[config.mk]
export PLATFORM = sky130hd
export DESIGN_NAME = autoscale_restore
export DESIGN_NICKNAME = d
export VERILOG_FILES = /design/src/rtl/autoscale_restore_pkg.sv /design/src/rtl/autoscale_restore_shift_tag_fifo.sv /design/src/rtl/autoscale_restore.sv
export SDC_FILE = /design/constraint.sdc
export NUM_CORES = 1
export LEC_CHECK = 0
export BUFFER_PORTS_ARGS = -buffer_cell sky130_fd_sc_hd__buf_2
export CORE_MARGIN = 5
export CORE_UTILIZATION = 55
export CTS_CLUSTER_SIZE = 40
export DETAILED_ROUTE_END_ITERATION = 16
export GPL_TIMING_DRIVEN = 1
export PLACE_DENSITY = 0.75
export SLEW_MARGIN = 25
export SYNTH_ARGS = -nofsm -noshare
export SYNTH_HDL_FRONTEND = slang
export SYNTH_HIERARCHICAL = 1
export SYNTH_SLANG_ARGS = --single-unit
[constraint.sdc]
create_clock -name clk -period 7.7 [get_ports clk]
set_clock_uncertainty 0.05 [all_clocks]
set_input_delay 0.77 -clock clk [delete_from_list [all_inputs] [get_ports clk]]
set_output_delay 0.77 -clock clk [all_outputs]
set_load 0.02 [all_outputs]
[src/rtl/autoscale_restore_pkg.sv]
// autoscale_restore_pkg: shift-clamp constants and effective-shift rule shared with the upstream autoscale stage.
// Contents: SHIFT_WIDTH, MAX_SHIFT, MIN_SHIFT, eff_shift(tag, max_s, min_s).
package autoscale_restore_pkg;
    localparam int SHIFT_WIDTH = 5;
    localparam int MAX_SHIFT = 10;
    localparam int MIN_SHIFT = 3;
    // Shifts above the clamp saturate; shifts below the floor were never applied upstream.
    function automatic int eff_shift(input int tag, input int max_s, input int min_s);
        return tag > max_s ? max_s : (tag < min_s ? 0 : tag);
    endfunction
endpackage

[src/rtl/autoscale_restore_shift_tag_fifo.sv]
// shift_tag_fifo: tag FIFO with synchronous write, registered read, count, full/empty, empty-FIFO bypass and sticky error flags.
// Ports: clk, rst_n (async low), ce, clear | wr_en, wr_data -> push | rd_en -> pop into rd_data |
//        count, full, empty | overflow (dropped push), underflow (pop on empty without bypass).
module shift_tag_fifo #(
    parameter int WIDTH = 5,
    parameter int DEPTH = 16,
    localparam int AW = $clog2(DEPTH),
    localparam int CW = AW + 1
) (
    input  logic             clk,
    input  logic             rst_n,
    input  logic             ce,
    input  logic             clear,
    input  logic             wr_en,
    input  logic [WIDTH-1:0] wr_data,
    input  logic             rd_en,
    output logic [WIDTH-1:0] rd_data,
    output logic [CW-1:0]    count,
    output logic             full,
    output logic             empty,
    output logic             overflow,
    output logic             underflow
);
    logic [WIDTH-1:0] mem [DEPTH];
    logic [AW-1:0] wr_ptr, rd_ptr;
    logic bypass, do_push, do_pop;
    always_comb begin
        full = count == CW'(DEPTH);
        empty = count == '0;
        bypass = wr_en && rd_en && empty;
        do_pop = rd_en && !empty;
        // A full FIFO still accepts a push when a pop frees a slot in the same cycle.
        do_push = wr_en && !bypass && (!full || rd_en);
    end
    always_ff @(posedge clk)
        if (ce && !clear && do_push) mem[wr_ptr] <= wr_data;
    always_ff @(posedge clk or negedge rst_n) begin
        if (!rst_n) begin
            wr_ptr <= '0;
            rd_ptr <= '0;
            count <= '0;
            rd_data <= '0;
            overflow <= 1'b0;
            underflow <= 1'b0;
        end else if (ce) begin
            if (clear) begin
                wr_ptr <= '0;
                rd_ptr <= '0;
                count <= '0;
                overflow <= 1'b0;
                underflow <= 1'b0;
                if (rd_en) rd_data <= '0;
            end else begin
                if (do_push) wr_ptr <= wr_ptr + AW'(1);
                if (do_pop) rd_ptr <= rd_ptr + AW'(1);
                count <= count + CW'(do_push) - CW'(do_pop);
                if (rd_en) rd_data <= do_pop ? mem[rd_ptr] : (bypass ? wr_data : '0);
                if (wr_en && full && !rd_en) overflow <= 1'b1;
                if (rd_en && empty && !wr_en) underflow <= 1'b1;
            end
        end
    end
endmodule

[src/rtl/autoscale_restore.sv]
// autoscale_restore: pairs each returning sample with its queued autoscale shift and applies a rounded right shift.
// Ports: clk, rst_n (async low), ce, clear | shift_in, shift_valid -> tag push | din, din_valid -> sample in (pops a tag) |
//        dout, dout_valid, shift_used (2-cycle latency) | fifo_count, overflow, underflow.
module autoscale_restore #(
    parameter int DIN_WIDTH = 32,
    parameter int SHIFT_WIDTH = autoscale_restore_pkg::SHIFT_WIDTH,
    parameter int MAX_SHIFT = autoscale_restore_pkg::MAX_SHIFT,
    parameter int MIN_SHIFT = autoscale_restore_pkg::MIN_SHIFT,
    parameter int FIFO_DEPTH = 16
) (
    input  logic                           clk,
    input  logic                           rst_n,
    input  logic                           ce,
    input  logic                           clear,
    input  logic [31:0]                    shift_in,
    input  logic                           shift_valid,
    input  logic [DIN_WIDTH-1:0]           din,
    input  logic                           din_valid,
    output logic [DIN_WIDTH-1:0]           dout,
    output logic                           dout_valid,
    output logic [SHIFT_WIDTH-1:0]         shift_used,
    output logic [$clog2(FIFO_DEPTH):0]    fifo_count,
    output logic                           overflow,
    output logic                           underflow
);
    import autoscale_restore_pkg::*;
    logic [SHIFT_WIDTH-1:0] tag, s;
    logic [DIN_WIDTH-1:0] d1;
    logic v1;
    logic [DIN_WIDTH:0] rnd, shifted;
    logic fifo_full, fifo_empty;
    logic unused;
    assign unused = ^{shift_in[31:SHIFT_WIDTH], fifo_full, fifo_empty, shifted[DIN_WIDTH]};
    // Stage 1 of the pipeline: the FIFO registers the popped (or bypassed) tag alongside d1/v1.
    shift_tag_fifo #(.WIDTH(SHIFT_WIDTH), .DEPTH(FIFO_DEPTH)) u_fifo (
        .clk(clk),
        .rst_n(rst_n),
        .ce(ce),
        .clear(clear),
        .wr_en(shift_valid),
        .wr_data(shift_in[SHIFT_WIDTH-1:0]),
        .rd_en(din_valid),
        .rd_data(tag),
        .count(fifo_count),
        .full(fifo_full),
        .empty(fifo_empty),
        .overflow(overflow),
        .underflow(underflow)
    );
    // One extra bit holds the carry of the rounding add; the shifted result always fits DIN_WIDTH.
    always_comb begin
        s = SHIFT_WIDTH'(eff_shift(int'(tag), MAX_SHIFT, MIN_SHIFT));
        rnd = s == '0 ? '0 : ((DIN_WIDTH+1)'(1) << (s - SHIFT_WIDTH'(1)));
        shifted = ({1'b0, d1} + rnd) >> s;
    end
    always_ff @(posedge clk or negedge rst_n) begin
        if (!rst_n) begin
            v1 <= 1'b0;
            d1 <= '0;
            dout <= '0;
            dout_valid <= 1'b0;
            shift_used <= '0;
        end else if (ce) begin
            v1 <= din_valid;
            d1 <= din;
            dout_valid <= v1;
            if (v1) begin
                dout <= shifted[DIN_WIDTH-1:0];
                shift_used <= s;
            end
        end
    end
endmodule

==> summary.txt, run 1 <==
Routing
  – Post-route DRC: 0
  – Post-route ant nets: 0
  – Routed WL per cell: 19.3 um
  – Vias: 8276
  – First DRT Iteration DRCs: just under 600
  – Via density: 6.11
  – DRT Pass-1 Iters: 6
  – Post-Route WL: 26200 um

Critical path
  – Crit-path cells: or3_1 > nand4b_1 > nand2_1 > nor2_1 > ha_1 > nand4_1 > nor3_1 > a2111oi_0 > a311oi_2 > mux2i_1 > a211oi_2 > mux2i_1 > a221oi_2
  – Crit start category: flip-flop
  – Most used cell, CP: mux2i_1
  – Element type at the critical path end: flip-flop
  – Setup CP Type: flip-flop to flip-flop
  – Crit path buf inv count: 0
  – Top Family by Delay on Critical Path: simple AND/OR/NAND/NOR gates
  – Max incr delay on CP: 0.92 ns
  – Worst-path fanout max: 26
  – Worst EP required: between 7 and 8 ns
  – Slowest CP cell: dfrtp_1
  – Crit path DAT: 5.80 ns

Logic synthesis
  – Synthesized area: 10600 um^2
  – Compound-Gate Fraction of Synth Area: 20.2%
  – Number of synthesized flops with an enable pin: 80
  – Seq/Total Area, Yosys: between 40 and 50%
  – Most numerous cell in the Yosys netlist: nand2_1
  – Synth async-reset ratio: between 50% and 60%
  – Simple-Gate Fraction of Synth Area: 12.9%
  – Synth Instances: 994
  – Synthesized area per cell: 10.7 um^2
  – Yosys top cell by area: edfxtp_1
  – Post-synthesis sequential element count: 171
  – Post-synth top area share: a little under a quarter
  – Mux contribution to synthesized area: roughly an eighth
  – Ys Warns: 6
  – Largest family of logic cells by synthesized area: compound AO/OA/AOI/OAI gates
  – Post-synthesis xor/xnor area fraction: approximately 2.3%
  – Cell variety after synth: between 90 and 100
  – Area contributors post-synth: edfxtp_1 (23%), dfrtp_1 (21%), ha_1 (5.1%), mux2_2 (4.6%), mux4_2 (4.5%)
  – Top_reg_cell synth: dfrtp_1
  – Most frequent cells after synthesis: nand2_1 (99), dfrtp_1 (91), edfxtp_1 (80)
  – Adder-cell share of the synthesized area: 5.44%

Floorplan
  – Io pins: 115
  – Core Area: 18900 um^2
  – Die Y: 149 um
  – Chip width: 149 um
  – Initial Util: 56.3%
  – Rows: 50
  – Die Area: roughly 22000 um^2

Global route
  – GR Util All Layers: 24.0%
  – Largest net degree at the start of global routing: 61
  – Total gr overflow: 0
  – Most crowded layer after global routing: met2
  – Global-route wire length before repair: 42400 um
  – Grt met1 use: 28.7%
  – Vias in the first global route: 8203
  – Routing usage on met3: approximately 4.1%
  – Antenna violations before repair: 0
  – GR Layer Usage met2: 43.4%

Pwr
  – Pleak: 4.88 nW
  – Max IR drop VDD: 186 uV
  – P per Cell Area: 350 nW/um^2

CTS
  – Skew-Pair Late Insertion Delay: 0.44 ns
  – Clock root buffer: clkbuf_16
  – Sink Count: 171
  – Clk buf depth: 2
  – Setup Buffers After CTS: 0
  – Clock-pin slew on the worst setup and hold paths: 0.07 ns
  – Number of H-tree levels: 4
  – Total CTS buffers: 17
  – Post_cts resized: 0
  – CTS Hold Bufs: 0
  – CTS tree: done

STA
  – Worst Slack Setup Final: 2.19 ns
  – Maximum operating frequency: 0.181 GHz
  – Final hold violations: 0
  – Relative slew slack: 35.2%
  – Final hold slack: 0.273 ns
  – Tightest Pin Transition: slightly below 1 ns
  – Setup-failing EPs final: 0
  – Final Critical Period: about 5.5 ns
  – Period utilisation layout: 71.6%
  – Fin Setup TNS: 0 ns
  – Slew Limit Fails: 0
  – RSZ-0062 raised after global routing: false

Cells and area
  – Layout cells sized above 1: 21.1%
  – Non-Filler Instances: ~1400
  – Post-route cell area: between 10000 and 15000 um^2
  – Final #Nets: roughly 1200
  – Filler cell count: roughly 1600
  – N_diodes: 0
  – Layout area overhead: 11.9%

Place
  – PortBufs: 87
  – Placed Cells incl. Taps: 1322
  – Final RePlAce weighted congestion: slightly below 0.9
  – DP HPWL: 18700 um
  – Post-place setup slack: 2.38 ns
  – DP Area: 11300 um^2

Run
  – Max-cap violations: 0

Worst hold path
  – HP Class: input port to asynchronous set/reset pin

Outcome
  – Status: finished clean
[per-stage QoR]
| step | total power [mW] | utilization (%) |
|---|---|---|
| floorplan | 2.75 | - |
| global placement | 3.25 | 59.9 |
| detailed placement | 3.28 | 59.9 |
| CTS | 4.15 | 63.0 |
| global route | 4.43 | 63.0 |
| finish | 4.16 | 63.0 |
[sequential cells by signal, summed over array words and instances (netlist names), 4 cells and up]
signal and flops:
u_fifo/count 5, u_fifo/rd_ptr 4, d1 32, dout 32, u_fifo/rd_data 5, u_fifo/mem 80
u_fifo/wr_ptr 4, shift_used 5
[power breakdown]
| group | internal, mW | switching, mW | total [mW] | leakage (nW) |
|---|---|---|---|---|
| logic | 0.802 | 1.25 | 2.05 | 2.76 |
| clock network | 0.460 | 0.396 | 0.855 | 0.284 |
| registers | 1.10 | 0.157 | 1.26 | 1.84 |
| total | 2.36 | 1.80 | 4.16 | 4.88 |
[layer usage]
layer  wire length, um  vias up  part of all wire [%]
met1             10500     3994                    40
met5                 0        -                     0
met4               816        0                   3.1
met2             13600      278                    52
met3              1260       62                   4.8
li1                  -     3942                     -
[placed cells by master (no fill, tap or decap), types with 12 or more instances in the layout]
master     count
inv_1         25
and2_1        26
buf_2         86
mux4_2        21
ha_1          43
conb_1        25
xnor2_1       14
clkbuf_16     17
edfxtp_1      80
nor3_1        15
o21ai_1       12
o21ai_0       52
o211ai_1      17
nor2_1        63
o22ai_1       14
dfrtp_1       91
mux2_2        43
nand2_1       99
xor2_1        12
mux2i_1       17
a21o_1        17
a21oi_1       79
[logic make-up (layout without fill, tap and decap cells)]
kind of cell,Yosys count,after routing
DFF,171,171
adders and majority gates,45,45
other,1,25
and+or+nand+nor,278,278
buffers and inverters,79,155
AOI/OAI and AO/OA,307,307
xor gates and xnor gates,27,27
muxes,86,86
[path summary, 6_finish.rpt]
| path | cells after the start | start | slack [ns] | end |
|---|---|---|---|---|
| worst max-delay path | 13 | u_fifo/rd_data[2] | 2.19 | dout[17] |
| worst min-delay path | 1 | rst_n | 0.27 | d1[15] |
| worst max register to register | 13 | u_fifo/rd_data[2] | 2.19 | dout[17] |
| worst min register to register | 2 | dout[1] | 0.42 | dout[1] |
| max in group asynchronous | 2 | rst_n | 6.28 | dout[19] |
| min in group clk | 2 | dout[1] | 0.42 | dout[1] |
[worst register-to-register path, cell delays in order, from the launching register on]
cell and delay (ns):
dfrtp_1 0.92, or3_1 0.23, nand4b_1 0.73, nand2_1 0.62, nor2_1 0.13, ha_1 0.45
nand4_1 0.20, nor3_1 0.44, a2111oi_0 0.22, a311oi_2 0.49, mux2i_1 0.18, a211oi_2 0.39
mux2i_1 0.15, a221oi_2 0.24
[area by class of cell]
class	instances	area (um^2)	share of cell area [%]
clock buffers	18	429	3.61
clock inverters	14	151	1.27
inverters	26	97.6	0.820
multi-input cells	768	5700	47.9
flip-flops and latches	171	4680	39.3
well taps	260	325	2.73
repair buffers	97	513	4.31
Note: power is estimated with default switching activity, not from simulation.
==> run 2, diff against run 1 <==
--- a/config.mk
+++ b/config.mk
@@ -7,11 +7,11 @@
 export LEC_CHECK = 0
 export BUFFER_PORTS_ARGS = -buffer_cell sky130_fd_sc_hd__buf_2
 export CORE_MARGIN = 5
-export CORE_UTILIZATION = 55
+export CORE_UTILIZATION = 54
 export CTS_CLUSTER_SIZE = 40
 export DETAILED_ROUTE_END_ITERATION = 16
 export GPL_TIMING_DRIVEN = 1
-export PLACE_DENSITY = 0.75
+export PLACE_DENSITY = 0.77
 export SLEW_MARGIN = 25
 export SYNTH_ARGS = -nofsm -noshare
 export SYNTH_HDL_FRONTEND = slang
==> constraint.sdc (replaced) <==
create_clock -name clk -period 4.95 [get_ports clk]
set_clock_uncertainty 0.05 [all_clocks]
set_input_delay 0.495 -clock clk [delete_from_list [all_inputs] [get_ports clk]]
set_output_delay 0.495 -clock clk [all_outputs]
set_load 0.02 [all_outputs]
==> run 2 against run 1 <==
Against the previous run:
- the flow now finishes with violations (negative hold slack)
- via count rose by 1.9%
- first-iteration DRC count grew 24%
- final cell count grew 0.66%
- critical path type unchanged
- critical endpoint is now dout[18]
==> summary.txt, run 2 (synthesis results as in run 1) <==
Outcome
  – Status: finished with violations
  – Violated checks: negative hold slack

Routing
  – Post-route DRC: 0
  – Vias: 8435
  – DRT Pass-1 Iters: 6
  – Via density: 6.19
  – Post-route ant nets: 0
  – Routed WL per cell: approximately 19 um
  – Post-Route WL: 26400 um
  – First DRT Iteration DRCs: 729

CTS
  – Setup Buffers After CTS: 0
  – Clock root buffer: clkbuf_16
  – Total CTS buffers: 17
  – Clk buf depth: 2
  – Clock-pin slew on the worst setup and hold paths: 0.07 ns
  – Post_cts resized: 0
  – Number of H-tree levels: 4
  – Skew-Pair Late Insertion Delay: 0.44 ns
  – CTS Hold Bufs: 0
  – CTS tree: done
  – Sink Count: 171

Cells and area
  – Biggest registers after layout: u_fifo/mem x80, d1 x32, dout x32
  – Biggest register: u_fifo/mem
  – Final #Nets: 1200
  – Layout cells sized above 1: roughly 22%
  – Max reg flops: 80
  – Layout area overhead: 12.6%
  – FF/Latch Area: 4680 um^2
  – Commonest non-fill, non-tap cells in the layout: nand2_1 (99), dfrtp_1 (90), buf_2 (86), edfxtp_1 (80), a21oi_1 (79)
  – Non-Filler Instances: about 1400
  – N_diodes: 0
  – Area used by multi-input combinational logic: approximately 5700 um^2
  – Most common cell after layout, fill and taps aside: nand2_1
  – Filler cell count: 1641

Critical path
  – Element type at the critical path end: flip-flop
  – Worst EP required: 5.24 ns
  – Crit start category: flip-flop
  – Crit path DAT: ~4.8 ns
  – Worst-path fanout max: 13
  – Setup CP Type: flip-flop to flip-flop

STA
  – Tightest Pin Transition: 1.04 ns
  – RSZ-0062 raised after global routing: false
  – Setup-failing EPs final: 0
  – Maximum operating frequency: 0.222 GHz
  – Fin Setup TNS: 0 ns
  – Final Critical Period: approximately 4.5 ns
  – Final hold violations: 6
  – Final hold slack: -0.00190 ns
  – Slew Limit Fails: 0
  – Period utilisation layout: 91.2%
  – Relative slew slack: a little under a third
  – Worst Slack Setup Final: approximately 0.44 ns

Global route
  – GR Util All Layers: 23.9%
  – Vias in the first global route: 8284
  – Total gr overflow: 0
  – Global-route wire length before repair: 42800 um
  – Antenna violations before repair: 0
  – Largest net degree at the start of global routing: slightly below 60

Pwr
  – Sw Share: 43.7%
  – P per Cell Area: roughly 550 nW/um^2
  – Pleak: 4.91 nW
  – P_sw: approximately 2.9 mW
  – Combinational power share: 49.0%
  – Clock power frac: 21.1%
  – Flop pwr share: 29.9%
  – Cell Int Power: roughly 3.7 mW
  – Max IR drop VDD: roughly 270 uV

Floorplan
  – Die Area: 22600 um^2
  – Io pins: between 100 and 150
  – Initial Util: 54.8%
  – Rows: 51
  – Core Area: 19400 um^2
  – Chip width: 150 um
  – Die Y: 150 um

Place
  – Post-place setup slack: 0.604 ns
  – Placed Cells incl. Taps: 1331
  – PortBufs: 87
  – Final RePlAce weighted congestion: 0.935
  – DP HPWL: 19300 um

Run
  – Max-cap violations: 0

Worst hold path
  – HP Class: input port to asynchronous set/reset pin
[run 2: final timing paths]
path                                   start            end  slack, ns  cells after the start
max in group asynchronous              rst_n       dout[30]       3.83                      2
setup / recovery           u_fifo/rd_data[1]       dout[18]       0.44                     16
min in group clk                     din[21]         d1[21]       0.24                      2
setup reg to reg           u_fifo/rd_data[1]       dout[18]       0.44                     16
hold / removal                         rst_n         d1[10]     -0.002                      1
hold reg to reg                shift_used[2]  shift_used[2]       0.43                      2
[run 2: power groups by stage]
| stage | Sequential, mW | Clock [mW] | Combinational, mW |
|---|---|---|---|
| 2_1_floorplan | 2.07 | 0 | 2.20 |
| 3_3_place_gp | 1.98 | 0 | 3.10 |
| 3_5_place_dp | 1.99 | 0 | 3.15 |
| 4_1_cts | 1.97 | 1.41 | 3.16 |
| 5_1_grt | 2.00 | 1.48 | 3.49 |
| 6_report | 1.97 | 1.39 | 3.23 |
[run 2: layout make-up]
cell class | instances | area share, %
timing repair buffer | 101 | 4.54
clock buffer | 17 | 3.55
inverter | 26 | 0.815
sequential | 171 | 39.1
multi-input combinational | 768 | 47.6
clock inverter | 15 | 1.61
tap | 265 | 2.77
[run 2: stage by stage]
| stage | utilization, % | instance area (um^2) | power (mW) | hold WS (ns) |
|---|---|---|---|---|
| after CTS | 61.7 | 12000 | 6.54 | 0.0114 |
| final | 61.7 | 12000 | 6.58 | -0.00190 |
| after global placement | 58.5 | 11400 | 5.08 | 0.410 |
| after detailed placement | 58.5 | 11400 | 5.14 | 0.413 |
| after floorplan | - | 10700 | 4.27 | 0.149 |
| after global routing | 61.7 | 12000 | 6.97 | 0.0450 |
[run 2: metal layers]
layer | share of wire, % | track usage [%] | wire (um)
met1 | 40 | 29.2 | 10700
met2 | 51 | 42.2 | 13500
met3 | 5.5 | 4.27 | 1450
met4 | 3.2 | 9.15 | 837
met5 | 0 | 0 | 0
[run 2: worst max-delay path, stage by stage, from the launching register on]
cell and delay, ns:
dfrtp_1 0.40, buf_4 0.19, a21oi_1 0.18, nor2_1 0.07, nor2_2 0.32, nand2_1 0.28, nor2_1 0.20, ha_1 0.30
a21oi_1 0.34, o211ai_2 0.17, a21oi_1 0.40, o31ai_1 0.15, xnor2_1 0.34, o211ai_1 0.23, a221oi_1 0.46, mux2i_1 0.17
o221ai_2 0.17
==> run 3, diff against run 2 <==
--- a/config.mk
+++ b/config.mk
@@ -5,13 +5,14 @@
 export SDC_FILE = /design/constraint.sdc
 export NUM_CORES = 1
 export LEC_CHECK = 0
+export ABC_AREA = 0
 export BUFFER_PORTS_ARGS = -buffer_cell sky130_fd_sc_hd__buf_2
 export CORE_MARGIN = 5
-export CORE_UTILIZATION = 54
+export CORE_UTILIZATION = 55
 export CTS_CLUSTER_SIZE = 40
 export DETAILED_ROUTE_END_ITERATION = 16
 export GPL_TIMING_DRIVEN = 1
-export PLACE_DENSITY = 0.77
+export PLACE_DENSITY_LB_ADDON = 0.1
 export SLEW_MARGIN = 25
 export SYNTH_ARGS = -nofsm -noshare
 export SYNTH_HDL_FRONTEND = slang
==> constraint.sdc (replaced) <==
create_clock -name clk -period 5.45 [get_ports clk]
set_clock_uncertainty 0.05 [all_clocks]
set_input_delay 0.545 -clock clk [delete_from_list [all_inputs] [get_ports clk]]
set_output_delay 0.545 -clock clk [all_outputs]
set_load 0.02 [all_outputs]
==> run 3 against run 2 <==
Against the previous run:
- the run now ends clean
- non-clock buffer count down 1
- count of clock-buffer cells in the layout up 1
- wire length down 0.14%
- hold slack better by 0.048 ns
- worst setup slack better by 0.49 ns
- power down 10%
- utilization up 1.4 points
- clock power down 12%
- cell area down 0.40%
- critical path depth down 1
- final cell count down 0.44%
- sequential cell count unchanged
- largest power group unchanged
==> summary.txt, run 3 (synthesis results as in run 1) <==
Critical path
  – Crit start category: flip-flop
  – R2R setup slack: 0.92 ns
  – R2r startpoint: u_fifo/rd_data[1]
  – Most used cell, CP: mux2i_1
  – R2R depth: 15
  – RR Endpoint: dout[17]
  – Worst EP required: approximately 5.7 ns
  – Top Family by Delay on Critical Path: compound AO/OA/AOI/OAI gates
  – Worst-path fanout max: 16
  – Crit path DAT: 4.82 ns
  – Max incr delay on CP: 0.52 ns
  – Slowest CP cell: a311oi_2
  – Setup CP Type: flip-flop to flip-flop
  – Crit path buf inv count: 1
  – Element type at the critical path end: flip-flop
  – Crit-path cells: buf_4 > or3_1 > and4b_1 > nand2_1 > nor2_1 > ha_1 > a21oi_1 > o21a_1 > o31ai_2 > a2111oi_0 > a311oi_2 > mux2i_1 > a211oi_2 > mux2i_1 > a221oi_2

Pwr
  – Clock power frac: 20.6%
  – P_sw: 2.56 mW
  – P per Cell Area: about 500 nW/um^2
  – Sw Share: a little over two fifths
  – Cell Int Power: 3.35 mW
  – Combinational power share: 49.9%
  – Flop pwr share: between 20% and 30%
  – Pleak: 4.89 nW
  – Max IR drop VDD: around 320 uV

Floorplan
  – Die Area: 22200 um^2
  – Core Area: 18900 um^2
  – Io pins: 115
  – Rows: 50
  – Die Y: ~150 um
  – Initial Util: 56.3%
  – Chip width: ~150 um

Place
  – DP Area: around 11000 um^2
  – PortBufs: 87
  – Post-place setup slack: 1.04 ns
  – Final RePlAce weighted congestion: 0.862
  – DP HPWL: between 15000 and 20000 um

STA
  – RSZ-0062 raised after global routing: false
  – Tightest Pin Transition: between 0.9 and 1 ns
  – Slew Limit Fails: 0
  – Relative slew slack: 38.2%
  – Worst Slack Setup Final: around 0.92 ns
  – Period utilisation layout: roughly 83%
  – Final hold violations: 0
  – Maximum operating frequency: 0.221 GHz
  – Fin Setup TNS: 0 ns
  – Final Critical Period: 4.53 ns
  – Setup-failing EPs final: 0

Global route
  – Antenna violations before repair: 0
  – GR Util All Layers: 24.1%
  – Largest net degree at the start of global routing: between 60 and 70
  – Vias in the first global route: 8035
  – Global-route wire length before repair: 42500 um
  – Total gr overflow: 0

CTS
  – Clk buf depth: 2
  – CTS Hold Bufs: 0
  – Clock-pin slew on the worst setup and hold paths: 0.07 ns
  – Sink Count: approximately 170
  – Total CTS buffers: 17
  – Post_cts resized: 0
  – CTS tree: done
  – Number of H-tree levels: 4
  – Setup Buffers After CTS: 0
  – Clock root buffer: clkbuf_16
  – Skew-Pair Late Insertion Delay: 0.44 ns

Routing
  – Routed WL per cell: around 19 um
  – Via density: 6.09
  – Post-Route WL: 26400 um
  – First DRT Iteration DRCs: 632
  – DRT Pass-1 Iters: 5
  – Vias: 8261
  – Post-route DRC: 0
  – Post-route ant nets: 0

Cells and area
  – Post-route cell area: 11900 um^2
  – Layout area overhead: 12.2%
  – Max reg flops: 80
  – Biggest register: u_fifo/mem
  – Filler cell count: about 1600
  – Commonest non-fill, non-tap cells in the layout: nand2_1 (99), dfrtp_1 (91), buf_2 (86), edfxtp_1 (80), a21oi_1 (79)
  – N_diodes: 0
  – Most common cell after layout, fill and taps aside: nand2_1
  – Biggest registers after layout: u_fifo/mem x80, d1 x32, dout x32
  – Layout cells sized above 1: 21.3%
  – Final #Nets: 1199

Worst hold path
  – HP Class: input port to asynchronous set/reset pin

Outcome
  – Status: finished clean

Run
  – Max-cap violations: 0
-- run 3: cell type report --
| class | count | area [um^2] | area share [%] |
|---|---|---|---|
| multi-input cells | 768 | 5700 | 47.8 |
| flip-flops and latches | 171 | 4680 | 39.2 |
| repair buffers | 100 | 536 | 4.49 |
| clock buffers | 18 | 429 | 3.60 |
| well taps | 260 | 325 | 2.73 |
| clock inverters | 14 | 156 | 1.31 |
| inverters | 26 | 97.6 | 0.818 |
-- run 3: how the worst max path moves through the flow --
stage | endpoint | startpoint | depth (start not counted) | slack, ns
floorplan | dout[18] | u_fifo/rd_data[2] | 17 | 1.22
CTS | dout[17] | u_fifo/rd_data[1] | 15 | 1.04
global route | dout[18] | u_fifo/rd_data[1] | 16 | 0.54
detailed placement | dout[21] | u_fifo/rd_data[1] | 15 | 1.04
finish | dout[17] | u_fifo/rd_data[1] | 15 | 0.92
global placement | dout[21] | u_fifo/rd_data[1] | 15 | 1.07
-- run 3: power groups by stage --
stage / clock, mW / combinational, mW / sequential (mW)
floorplan: 0 / 2.00 / 1.88
detailed placement: 0 / 2.90 / 1.77
global route: 1.29 / 3.22 / 1.77
global placement: 0 / 2.87 / 1.77
CTS: 1.23 / 2.92 / 1.74
finish: 1.22 / 2.95 / 1.74
-- run 3: worst register-to-register path, cell delays in order, from the launching register on --
cell       delay [ns]
dfrtp_1          0.36
buf_4            0.19
or3_1            0.40
and4b_1          0.31
nand2_1          0.30
nor2_1           0.11
ha_1             0.39
a21oi_1          0.12
o21a_1           0.22
o31ai_2          0.35
a2111oi_0        0.15
a311oi_2         0.52
mux2i_1          0.17
a211oi_2         0.40
mux2i_1          0.16
a221oi_2         0.25
-- run 3: per-layer routing --
metal	share of wire (%)	up-vias	wire, um	GRT usage, %
met1	41	4027	10800	29.8
met5	0	-	0	0
met2	52	233	13700	43.0
li1	-	3954	-	-
met3	4.5	47	1180	3.43
met4	2.8	0	741	8.88
-- run 3: through the flow --
step	std cells	util, %	total power [mW]	hold slack (ns)
after floorplan	1018	-	3.88	0.199
after global placement	1325	60.0	4.64	0.409
after detailed placement	1325	60.0	4.67	0.416
after CTS	1357	63.1	5.89	0.0647
after global routing	1357	63.1	6.28	0.109
final	1357	63.1	5.91	0.0459
